$ cat src/rtl/led_sequencer.sv
// -----------------------------------------------------------------------------
// led_sequencer
//   Drives the LED bank: produces an N_LEDS pattern (rotate left, rotate right,
//   flash, hold) advanced by a programmable timebase, plus a registered one-hot
//   colour select taken from debounced-by-edge colour buttons.
//
// Ports
//   clk       system clock, all logic on the rising edge
//   i_reset   synchronous reset, active-high, dominates every other input
//   i_enable  1 = timebase runs; 0 = counter and pattern frozen
//   i_speed   selects tick period LIM0..LIM3 (+1 cycle)
//   i_mode    00 rotate left, 01 rotate right, 10 flash, 11 hold
//   i_btn     raw asynchronous colour buttons, active-high
//   o_led     current pattern
//   o_color   registered one-hot colour select (MSB = red)
//   o_tick    one-cycle pulse on the edge the pattern advances
// -----------------------------------------------------------------------------
module led_sequencer #(
  parameter int          N_LEDS = 4,
  parameter int          COLOR  = 3,
  parameter int          CNT_W  = 32,
  parameter int unsigned LIM0   = 25_000_000,
  parameter int unsigned LIM1   = 12_500_000,
  parameter int unsigned LIM2   = 6_250_000,
  parameter int unsigned LIM3   = 3_125_000
) (
  input  logic              clk,
  input  logic              i_reset,
  input  logic              i_enable,
  input  logic [1:0]        i_speed,
  input  logic [1:0]        i_mode,
  input  logic [COLOR-1:0]  i_btn,
  output logic [N_LEDS-1:0] o_led,
  output logic [COLOR-1:0]  o_color,
  output logic              o_tick
);

  typedef enum logic [1:0] {
    ST_SHIFT,
    ST_FLASH,
    ST_HOLD
  } state_e;

  localparam logic [1:0] MODE_LEFT  = 2'b00;
  localparam logic [1:0] MODE_FLASH = 2'b10;
  localparam logic [1:0] MODE_HOLD  = 2'b11;

  localparam logic [N_LEDS-1:0] LED_INIT   = N_LEDS'(1);
  localparam logic [N_LEDS-1:0] LED_ONES   = '1;
  localparam logic [COLOR-1:0]  COLOR_INIT = COLOR'(1) << (COLOR - 1);

  state_e              state_q, state_d;
  logic [CNT_W-1:0]    counter_q, counter_d;
  logic                tick_q, tick_d;
  logic [N_LEDS-1:0]   led_q, led_d;
  logic [COLOR-1:0]    color_q, color_d;
  logic [COLOR-1:0]    btn_meta_q, btn_sync_q, btn_prev_q;

  logic [CNT_W-1:0]    lim;
  logic [COLOR-1:0]    btn_rise;

  // ---------------------------------------------------------------------------
  // Timebase. The >= compare lets a switch to a shorter period tick on the very
  // next edge instead of running the counter round to 2^CNT_W.
  // ---------------------------------------------------------------------------
  always_comb begin
    // NOTE: every signal driven here gets a default first, so no path can
    // leave it unassigned and infer a latch.
    lim = CNT_W'(LIM0);
    unique case (i_speed)
      2'd0: lim = CNT_W'(LIM0);
      2'd1: lim = CNT_W'(LIM1);
      2'd2: lim = CNT_W'(LIM2);
      2'd3: lim = CNT_W'(LIM3);
    endcase
  end

  always_comb begin
    tick_d    = 1'b0;
    counter_d = counter_q;
    if (i_enable) begin
      if (counter_q >= lim) begin
        tick_d    = 1'b1;
        counter_d = '0;
      end else begin
        counter_d = counter_q + CNT_W'(1);
      end
    end
  end

  // ---------------------------------------------------------------------------
  // Pattern FSM: mode is sampled only on tick, so o_led moves on the same edge
  // that o_tick rises.
  // ---------------------------------------------------------------------------
  always_comb begin
    state_d = state_q;
    led_d   = led_q;
    if (tick_d) begin
      unique case (i_mode)
        MODE_FLASH: begin
          state_d = ST_FLASH;
          if (state_q != ST_FLASH) led_d = LED_ONES;
          else                     led_d = (led_q == LED_ONES) ? '0 : LED_ONES;
        end
        MODE_HOLD: begin
          state_d = ST_HOLD;
        end
        default: begin
          state_d = ST_SHIFT;
          // Only reachable after FLASH (possibly via HOLD): the pattern is
          // all-ones or all-zeros, so reload a single lit LED instead of
          // rotating garbage.
          if (!$onehot(led_q))         led_d = LED_INIT;
          else if (i_mode == MODE_LEFT) led_d = {led_q[N_LEDS-2:0], led_q[N_LEDS-1]};
          else                          led_d = {led_q[0], led_q[N_LEDS-1:1]};
        end
      endcase
    end
  end

  // ---------------------------------------------------------------------------
  // Colour select: rising edges after a 2-flop synchroniser. Simultaneous
  // presses (more than one rising bit) are ignored; held buttons never
  // produce a second rise.
  // ---------------------------------------------------------------------------
  assign btn_rise = btn_sync_q & ~btn_prev_q;

  always_comb begin
    color_d = color_q;
    if ($onehot(btn_rise)) color_d = btn_rise;
  end

  always_ff @(posedge clk) begin
    // NOTE: sequential state uses non-blocking assignments so every flop
    // samples the pre-edge values, independent of statement order.
    if (i_reset) begin
      state_q    <= ST_SHIFT;
      counter_q  <= '0;
      tick_q     <= 1'b0;
      led_q      <= LED_INIT;
      color_q    <= COLOR_INIT;
      btn_meta_q <= '0;
      btn_sync_q <= '0;
      btn_prev_q <= '0;
    end else begin
      state_q    <= state_d;
      counter_q  <= counter_d;
      tick_q     <= tick_d;
      led_q      <= led_d;
      color_q    <= color_d;
      btn_meta_q <= i_btn;
      btn_sync_q <= btn_meta_q;
      btn_prev_q <= btn_sync_q;
    end
  end

  assign o_led   = led_q;
  assign o_color = color_q;
  assign o_tick  = tick_q;

endmodule

$ cat config.mk
export PLATFORM = sky130hd
export DESIGN_NAME = led_sequencer
export DESIGN_NICKNAME = d
export VERILOG_FILES = /design/src/rtl/led_sequencer.sv
export SDC_FILE = /design/constraint.sdc
export NUM_CORES = 1
export LEC_CHECK = 0
export CORE_MARGIN = 2
export CORE_UTILIZATION = 46
export CTS_CLUSTER_DIAMETER = 200
export CTS_CLUSTER_SIZE = 24
export DETAILED_ROUTE_END_ITERATION = 6
export GPL_ROUTABILITY_DRIVEN = 0
export GPL_TIMING_DRIVEN = 0
export HOLD_SLACK_MARGIN = 0.05
export SLEW_MARGIN = 20
export SYNTH_ARGS = -nofsm -noshare
export SYNTH_HDL_FRONTEND = slang
export SYNTH_SLANG_ARGS = --single-unit
$ cat constraint.sdc
create_clock -name clk -period 3.1 [get_ports clk]
set_clock_uncertainty 0.1 [all_clocks]
set_input_delay 0.31 -clock clk [delete_from_list [all_inputs] [get_ports clk]]
set_output_delay 0.31 -clock clk [all_outputs]
set_load 0.02 [all_outputs]
; Yosys cells after proc, flatten, opt, wreduce, memory -nomap -nowiden
; Cells that the tools add are included.
[op_classes]
div = 0
n_eq_ne = 9
mux = 10
bitwise_logic = 3
add_sub_neg = 6
shift = 0
reduce_logical = 3
n_lt_le_gt_ge = 1
multipliers = 0
[op_table]
columns = op, n
row1 = $pmux 32 s4, 1
row2 = $add 32x1->32 const B, 1
row3 = $ge 32x32->1, 1
row4 = $mux 32, 1
row5 = $mux 4, 4
row6 = $eq 2x2->1 const B, 4
row7 = $pmux 4 s2, 1
row8 = $add 1x1->2, 3
row9 = $eq 2x1->1 const B, 2
row10 = $eq 4x4->1 const B, 1
row11 = $logic_not 2->1, 2
row12 = $pmux 2 s2, 1
row13 = $add 2x2->3, 1
row14 = $and 3x3->3, 1
row15 = $eq 3x1->1 const B, 1
row16 = $not 3->3, 1
row17 = $add 2x1->2, 1
row18 = $mux 1, 2
row19 = $ne 2x1->1 const B, 1
row20 = $reduce_and 2->1, 1
row21 = $not 1->1, 1
[totals]
wordCells = 40
latchBits = 0
ram_bits = 0
romBits = 0
mem_count = 0
ff_bits = 51

; Depth between registers and ports, before layout
; Gate-level depths: netlist (run 1).
[depth]
word_depth = 6
mapped_depth = 13

; Least setup slack after synthesis (run 1)
; OpenSTA, ideal clock, no wires.
[synth_path]
path_kind = register -> register
from = register led_q[0] (netlist: o_led[0])
to = register led_q[0] (netlist: o_led[0])
required_ns = 2.878
path_slack_ns = 0.127
t_arrival_ns = 2.751
setup_ns = 0.122
stages_incl_launch_ff = 12
n_path_buf = 0
cell_sequence = dfxtp_1 inv_1 fa_1 inv_1 ha_1 ha_1 nor4b_1 nand2_1 o31a_1 nor2_1 a21oi_1 a311o_1
[synth_via]
elab_chain_cells = 5
elab_cells_between_ends = 8
cone_classes = 2 x add/sub / 2 x eq/ne / 4 x mux
[synth_lines]
columns = element, line_no
row1 = start: declaration, 55  ; logic [N_LEDS-1:0] led_q, led_d;
row2 = start signal: assignment, 149  ; led_q <= led_d;
row3 = $add 1x1->2 (not written as such), 113  ; if (!$onehot(led_q)) led_d = LED_INIT;
row4 = $add 2x2->3 (not written as such), 113
row5 = $eq 3x1->1, 113
row6 = $mux 4, 113
row7 = $pmux 4 s2 *, 99  ; unique case (i_mode)
; Every way passes the cells marked *; elsewhere a longest branch is shown, timed or not.
; A chain may end at the register's enable or synchronous reset.

; Final worst setup path (run 1)
[layout_path]
from = input i_speed[1]
to = register counter_q[17]
[layout_via]
elab_chain_cells = 4
elab_cells_between_ends = 7
cone_classes = 1 x order compare / 3 x eq/ne / 2 x mux / 1 x reduce/logical
[layout_lines]
columns = element, line_no
row1 = start: declaration, 30  ; input logic [1:0] i_speed,
row2 = $eq 2x2->1 (tied with other cells), 70  ; unique case (i_speed)
row3 = $pmux 32 s4 *, 70
row4 = $ge 32x32->1 *, 82  ; if (counter_q >= lim) begin
row5 = $mux 32 *, 82
row6 = end signal: assignment, 147  ; counter_q <= counter_d;
row7 = end: declaration, 53  ; logic [CNT_W-1:0] counter_q, counter_d;
; Every way passes the cells marked *; elsewhere a longest branch is shown, timed or not. The select of a mux whose other input is x is not followed.

==> reports/metrics.csv, run 1 <==
metric,value,unit
netlist_instances,334,
worst_slack,0.1393,ns
path_buf_inv,4,
power.leakage,1.272,nW
synth.area.mux_share,0.01199,
drt_iter0_drc,65,
cts_tree,done,
r2r_start,o_led[0],
hp-start,btn_meta_q[2],
nets,391,
grt_max_degree,20,
ios,18,
fillCellCount,620,
post_route_cells_drive_above_1_share,0.1080,
fp.coreArea,6241,um2
hold_class,flop to flop,
antenna_found_initial,0,
crit_path_end,counter_q[17],
crit_required,3.24,ns
p_per_area,360.1,nW/um2
ys_warn_count,0,
dieHeight,83.70,um
area_growth,14.43,%
rows,29,
clk_pin_slew,0.11,ns
met3_usage,0.03363,
gr-total-overflow,0,
synth_top_family_by_area,simple AND/OR/NAND/NOR gates,
synthAdderAreaFrac,0.09507,
cp_num_cells,12,
synth.most_common_cell,dfxtp_1,
worstSkewPairLatency,0.31,ns
setup_viol,0,
synth.net_count,365,
synth_top_area_cell,dfxtp_1,
port_buffers,16,
hpwl,4630,um
tightest_slew,0.6678,ns
h-tree-depth,2,
wire_per_inst,14.28,um
reg2reg_slack,0.15,ns
slew_headroom,0.5511,
place_area,3178,um2
synth_common_cells,"51 x dfxtp_1, 27 x nand2_1, 23 x nor3_1, 21 x nor2_1",
slowest_stage,clkdlybuf4s50_1,
firstDrtPassIters,4,
min_path_cells,1,
post-place-ws,-0.3923,ns
drv_cap,0,
die-area,7005,um2
synth_flop_cell,dfxtp_1,
vias_per_cell,5.443,
drc,0,
fin_area,3343,um2
die_w,83.70,um
holdBufCountCts,0,
utilization,0.5357,
wl,6255,um
report.final.slew_viol_count,0,
yosysSeqAreaShare,0.3495,
synthXorXnorAreaFrac,0.07495,
critPathArrivalTime,3.10,ns
crit_start,i_speed[1],
startpoint_type,primary input,
fin_crit_sh,0.9551,
clk_path_buf_depth,2,
root_buffer,clkbuf_8,
synth.area.top_cells,"dfxtp_1 35%, ha_1 8.1%, xnor2_1 4.8%, nor3_1 3.9%, nand2_1 3.5%",
critical_path_class,primary input to flop,
cts-buffers-inserted,5,
crit_family,buffers and inverters,
start_util,0.4681,
status,completed,
antenna_cells,0,
ys_ff_latch,51,
hold_viol,0,
grt_pass1_vias,2256,
ys_async_sr_fraction,0,
grt_use_total,0.1907,
slowest_delay,0.69,ns
top_usage_layer,met2,
fmax,337.8,MHz
peakVddDrop,0.2935,mV
synth_compound_area_frac,0.1208,
worstRegToRegCells,8,
grtUsageMet1,0.2644,
finalCriticalPeriod,2.961,ns
vias,2384,
use_met2,0.3091,
ys_types,54,
endpoint_kind,flop,
crit_chain,clkdlybuf4s50_1 -> nand2_2 -> inv_1 -> ha_1 -> a221oi_2 -> nor2_1 -> or4_4 -> o211ai_2 -> nand2_1 -> buf_6 -> buf_6 -> nor3_2,
grt_pass1_wl,10920,um
synth_area_per_cell,8.747,um2
crit_top_cell,buf_6,
synth_top_area_frac,0.3495,
syn-cell-area,2922,um2
ant_nets,0,
synthSimpleGateAreaFrac,0.2985,
clock-sinks,51,
r2r_end,o_led[0],
synth-edff-count,0,
cp_max_fo,10,
-- worst reg2reg max path: stages, from the launching register on --
cell      delay [ns]
dfxtp_1         0.42
inv_1           0.11
fa_1            0.55
inv_1           0.05
ha_1            0.17
ha_1            0.32
nor4bb_1        0.60
a21oi_1         0.17
a311o_1         0.37
-- per-layer routing --
metal | part of all wire | vias to the layer above | wire (um)
met1 | 0.50 | 1110 | 3139
met3 | 0.029 | 6 | 184
met5 | 0 | - | 0
li1 | - | 1233 | -
met2 | 0.46 | 35 | 2868
met4 | 0.010 | 0 | 63
-- state kept, by name, indices dropped and copies added (netlist names) --
register    flops
btn_meta_q      3
btn_prev_q      3
btn_sync_q      3
counter_q      32
o_color         3
o_led           4
o_tick          1
state_q         2
-- area by class of cell --
class / count / area [um2] / share of cell area
Clock buffer: 5 / 68.82 / 0.02058
Clock inverter: 3 / 31.28 / 0.009356
Multi-Input combinational cell: 251 / 1799 / 0.5382
Timing Repair Buffer: 19 / 182.7 / 0.05464
Tap cell: 77 / 96.34 / 0.02882
Buffer: 13 / 72.57 / 0.02171
Sequential cell: 51 / 1021 / 0.3054
Inverter: 19 / 71.32 / 0.02133
-- report_power, final --
group	internal, mW	leakage [nW]	switching, mW	total [mW]
clock	0.174	0.0526	0.259	0.433
sequential	0.664	0.413	0.00543	0.669
combinational	0.0440	0.807	0.0578	0.102
-- timing repair --
| item | CTS | global route |
|---|---|---|
| endpoints found under the setup margin | 12 | 25 |
| setup buffers | 0 | 3 |
| resized for setup | 2 | 5 |
| pin swaps | 0 | 1 |
-- how the worst min path moves through the flow --
stage | end | slack [ns]
2_1_floorplan | btn_sync_q[0] | 0.31
3_3_place_gp | btn_sync_q[0] | 0.32
3_5_place_dp | btn_sync_q[1] | 0.33
4_1_cts | btn_sync_q[2] | 0.36
5_1_grt | btn_sync_q[2] | 0.37
6_report | btn_sync_q[2] | 0.35
-- cells in the final DEF (no fill, tap or decap), types with 4 or more instances in the layout --
| cell type | n |
|---|---|
| a21oi_1 | 15 |
| xor2_1 | 9 |
| nand2_1 | 26 |
| inv_1 | 19 |
| a31oi_1 | 4 |
| clkdlybuf4s50_1 | 16 |
| clkbuf_1 | 8 |
| clkbuf_8 | 5 |
| dfxtp_1 | 51 |
| ha_1 | 19 |
| xnor2_1 | 16 |
| nor3_1 | 22 |
| nor2b_1 | 13 |
| nand3_1 | 11 |
| nand2b_1 | 11 |
| and3_1 | 7 |
| nor3_2 | 11 |
| nor2_1 | 20 |
| nand4_1 | 9 |
| and4_1 | 5 |
| o21ai_0 | 4 |
-- per-stage QoR --
step / setup TNS (ns) / hold slack [ns] / cells / power (mW)
final: 0 / 0.3513 / 438 / 1.204
after global routing: -0.002839 / 0.3680 / 438 / 1.261
after CTS: 0 / 0.3558 / 435 / 1.213
after detailed placement: -10.12 / 0.3287 / 427 / 0.7811
after global placement: -8.075 / 0.3162 / 427 / 0.7800
after floorplan: 0 / 0.3138 / 334 / 0.7451
-- cell families after synthesis --
kind of cell	Yosys count
simple gates	153
flops	51
compound gates	49
buf+inv	32
xor+xnor	25
fa+ha+maj	21
mux	3
Power figures use the tool's default switching activity.
==> run 2, diff against run 1 <==
--- a/config.mk
+++ b/config.mk
@@ -6,13 +6,14 @@
 export NUM_CORES = 1
 export LEC_CHECK = 0
 export CORE_MARGIN = 2
-export CORE_UTILIZATION = 46
+export CORE_UTILIZATION = 52
 export CTS_CLUSTER_DIAMETER = 200
 export CTS_CLUSTER_SIZE = 24
 export DETAILED_ROUTE_END_ITERATION = 6
 export GPL_ROUTABILITY_DRIVEN = 0
 export GPL_TIMING_DRIVEN = 0
 export HOLD_SLACK_MARGIN = 0.05
+export PLACE_DENSITY = 0.71
 export SLEW_MARGIN = 20
 export SYNTH_ARGS = -nofsm -noshare
 export SYNTH_HDL_FRONTEND = slang
==> reports/metrics.csv, run 2 (synthesis results as in run 1) <==
metric,value,unit,change
worstSkewPairLatency,0.31,ns,about the same
rsz0062_at_grt,yes,,
firstDrtPassIters,4,,unchanged
grt_max_degree,19,,-5.0%
grt_pass1_wl,10920,um,about the same
antenna_cells,0,,unchanged
critical_path_class,primary input to flop,,
nets,393,,+0.51%
finalCriticalPeriod,2.959,ns,-0.001437 ns
root_buffer,clkbuf_8,,
clk_pin_slew,0.11,ns,about the same
drt_iter0_drc,131,,+100%
post_route_cells_drive_above_1_share,0.1212,,+0.01318
slew_headroom,0.5808,,+0.02968
clk_path_buf_depth,2,,unchanged
drv_cap,0,,unchanged
clock-sinks,51,,unchanged
area_growth,15.33,%,
report.final.slew_viol_count,0,,unchanged
ios,18,,unchanged
layout_commonest_cell,dfxtp_1,,
fin_crit_sh,0.9546,,about the same
grt_use_total,0.2170,,+0.02631
clkPwrFrac,0.350,,-0.010
mostFrequentLayoutCells,"51 x dfxtp_1, 26 x nand2_1, 22 x nor3_1",,
regMostFlops,counter_q,,
fmax,337.9,MHz,about the same
dieHeight,78.96,um,-5.7%
startpoint_type,primary input,,
antenna_found_initial,0,,unchanged
share_comb_of_total_power,0.086,,about the same
fp.coreArea,5473,um2,-12%
port_buffers,16,,unchanged
p_per_area,352.8,nW/um2,-2.0%
final_cells,435,,-0.68%
peakVddDrop,0.3062,mV,+4.3%
setup-tns-final,0,ns,unchanged
cts_tree,done,,
drc,0,,unchanged
setup_viol,0,,unchanged
swShare,0.2632,,-0.004508
rows,27,,-6.9%
start_util,0.5338,,+0.06571
fillCellCount,505,,-19%
endpoint_kind,flop,,
vias,2446,,+2.6%
die_w,78.96,um,-5.7%
cts-buffers-inserted,5,,unchanged
p_switching,0.3129,mW,-2.9%
dp.cells,422,,-1.2%
h-tree-depth,2,,unchanged
critPathArrivalTime,3.06,ns,-0.04 ns
p_seq_frac,0.563,,+0.007
wire_per_inst,14.23,um,-0.34%
cp_max_fo,8,,-2
die-area,6234,um2,-11%
wl,6191,um,-1.0%
vias_per_cell,5.623,,+3.3%
hold_class,flop to flop,,
hold_viol,0,,unchanged
crit_required,3.20,ns,-0.04 ns
holdBufCountCts,0,,unchanged
gr-total-overflow,0,,unchanged
grt_pass1_vias,2351,,+4.2%
ant_nets,0,,unchanged
largest_reg_flops,32,,unchanged
p_int,0.8759,mW,-0.65%
power.leakage,1.284,nW,+0.96%
hold_slack,0.3509,ns,-0.0004380 ns
tightest_slew,0.6288,ns,-0.03896 ns
hpwl,4580,um,-1.1%
status,completed,,
run 2: routing by layer:
layer	routed length [um]	global-route usage
met1	2983	0.2918
met2	2918	0.3658
met3	204	0.03295
met4	85	0.05690
met5	0	0
run 2: cell type report:
type / count / area, um2 / share of cell area
multi-input combinational: 251 / 1818 / 0.5395
sequential: 51 / 1021 / 0.3030
timing repair buffer: 21 / 200.2 / 0.05941
tap: 72 / 90.09 / 0.02674
buffer: 13 / 72.57 / 0.02154
inverter: 19 / 71.32 / 0.02117
clock buffer: 5 / 68.82 / 0.02042
clock inverter: 3 / 27.53 / 0.008169
run 2: final timing paths:
check / slack [ns] / depth (start not counted) / from / to
setup / recovery: 0.14 / 12 / i_speed[0] / o_led[0]
setup reg to reg: 0.19 / 11 / o_led[0] / o_led[0]
hold reg to reg: 0.35 / 1 / btn_meta_q[1] / btn_sync_q[1]
hold / removal: 0.35 / 1 / btn_meta_q[1] / btn_sync_q[1]
run 2: worst max-delay path, cell delays in order:
cell,delay [ns]
clkdlybuf4s50_1,0.52
buf_6,0.15
inv_1,0.10
nand2_2,0.09
inv_2,0.06
ha_1,0.30
a221oi_2,0.21
nor2_1,0.09
or4_4,0.52
o21ai_2,0.20
nand2_1,0.19
a311o_1,0.32
run 2: through the flow:
step           cell area, um2  total power, mW  setup slack (ns)  utilization
3_3_place_gp             3172           0.7775           -0.2629       0.5796
2_1_floorplan            2922           0.7451            0.1270            -
3_5_place_dp             3172           0.7806           -0.2930       0.5796
6_report                 3369            1.189            0.1407       0.6157
5_1_grt                  3369            1.234         -0.009199       0.6157
4_1_cts                  3287            1.189           0.04954       0.6006
run 2: what timing repair did:
| action | CTS | global route |
|---|---|---|
| resized for setup | 2 | 9 |
| pin swaps | 0 | 2 |
| endpoints found under the setup margin | 2 | 26 |
| buffers inserted | 0 | 5 |
run 2: power groups by stage:
stage | combinational, mW | sequential (mW) | clock, mW
floorplan | 0.0594 | 0.686 | 0
global placement | 0.0933 | 0.684 | 0
detailed placement | 0.0960 | 0.685 | 0
CTS | 0.0976 | 0.670 | 0.422
global route | 0.115 | 0.671 | 0.448
finish | 0.103 | 0.669 | 0.417
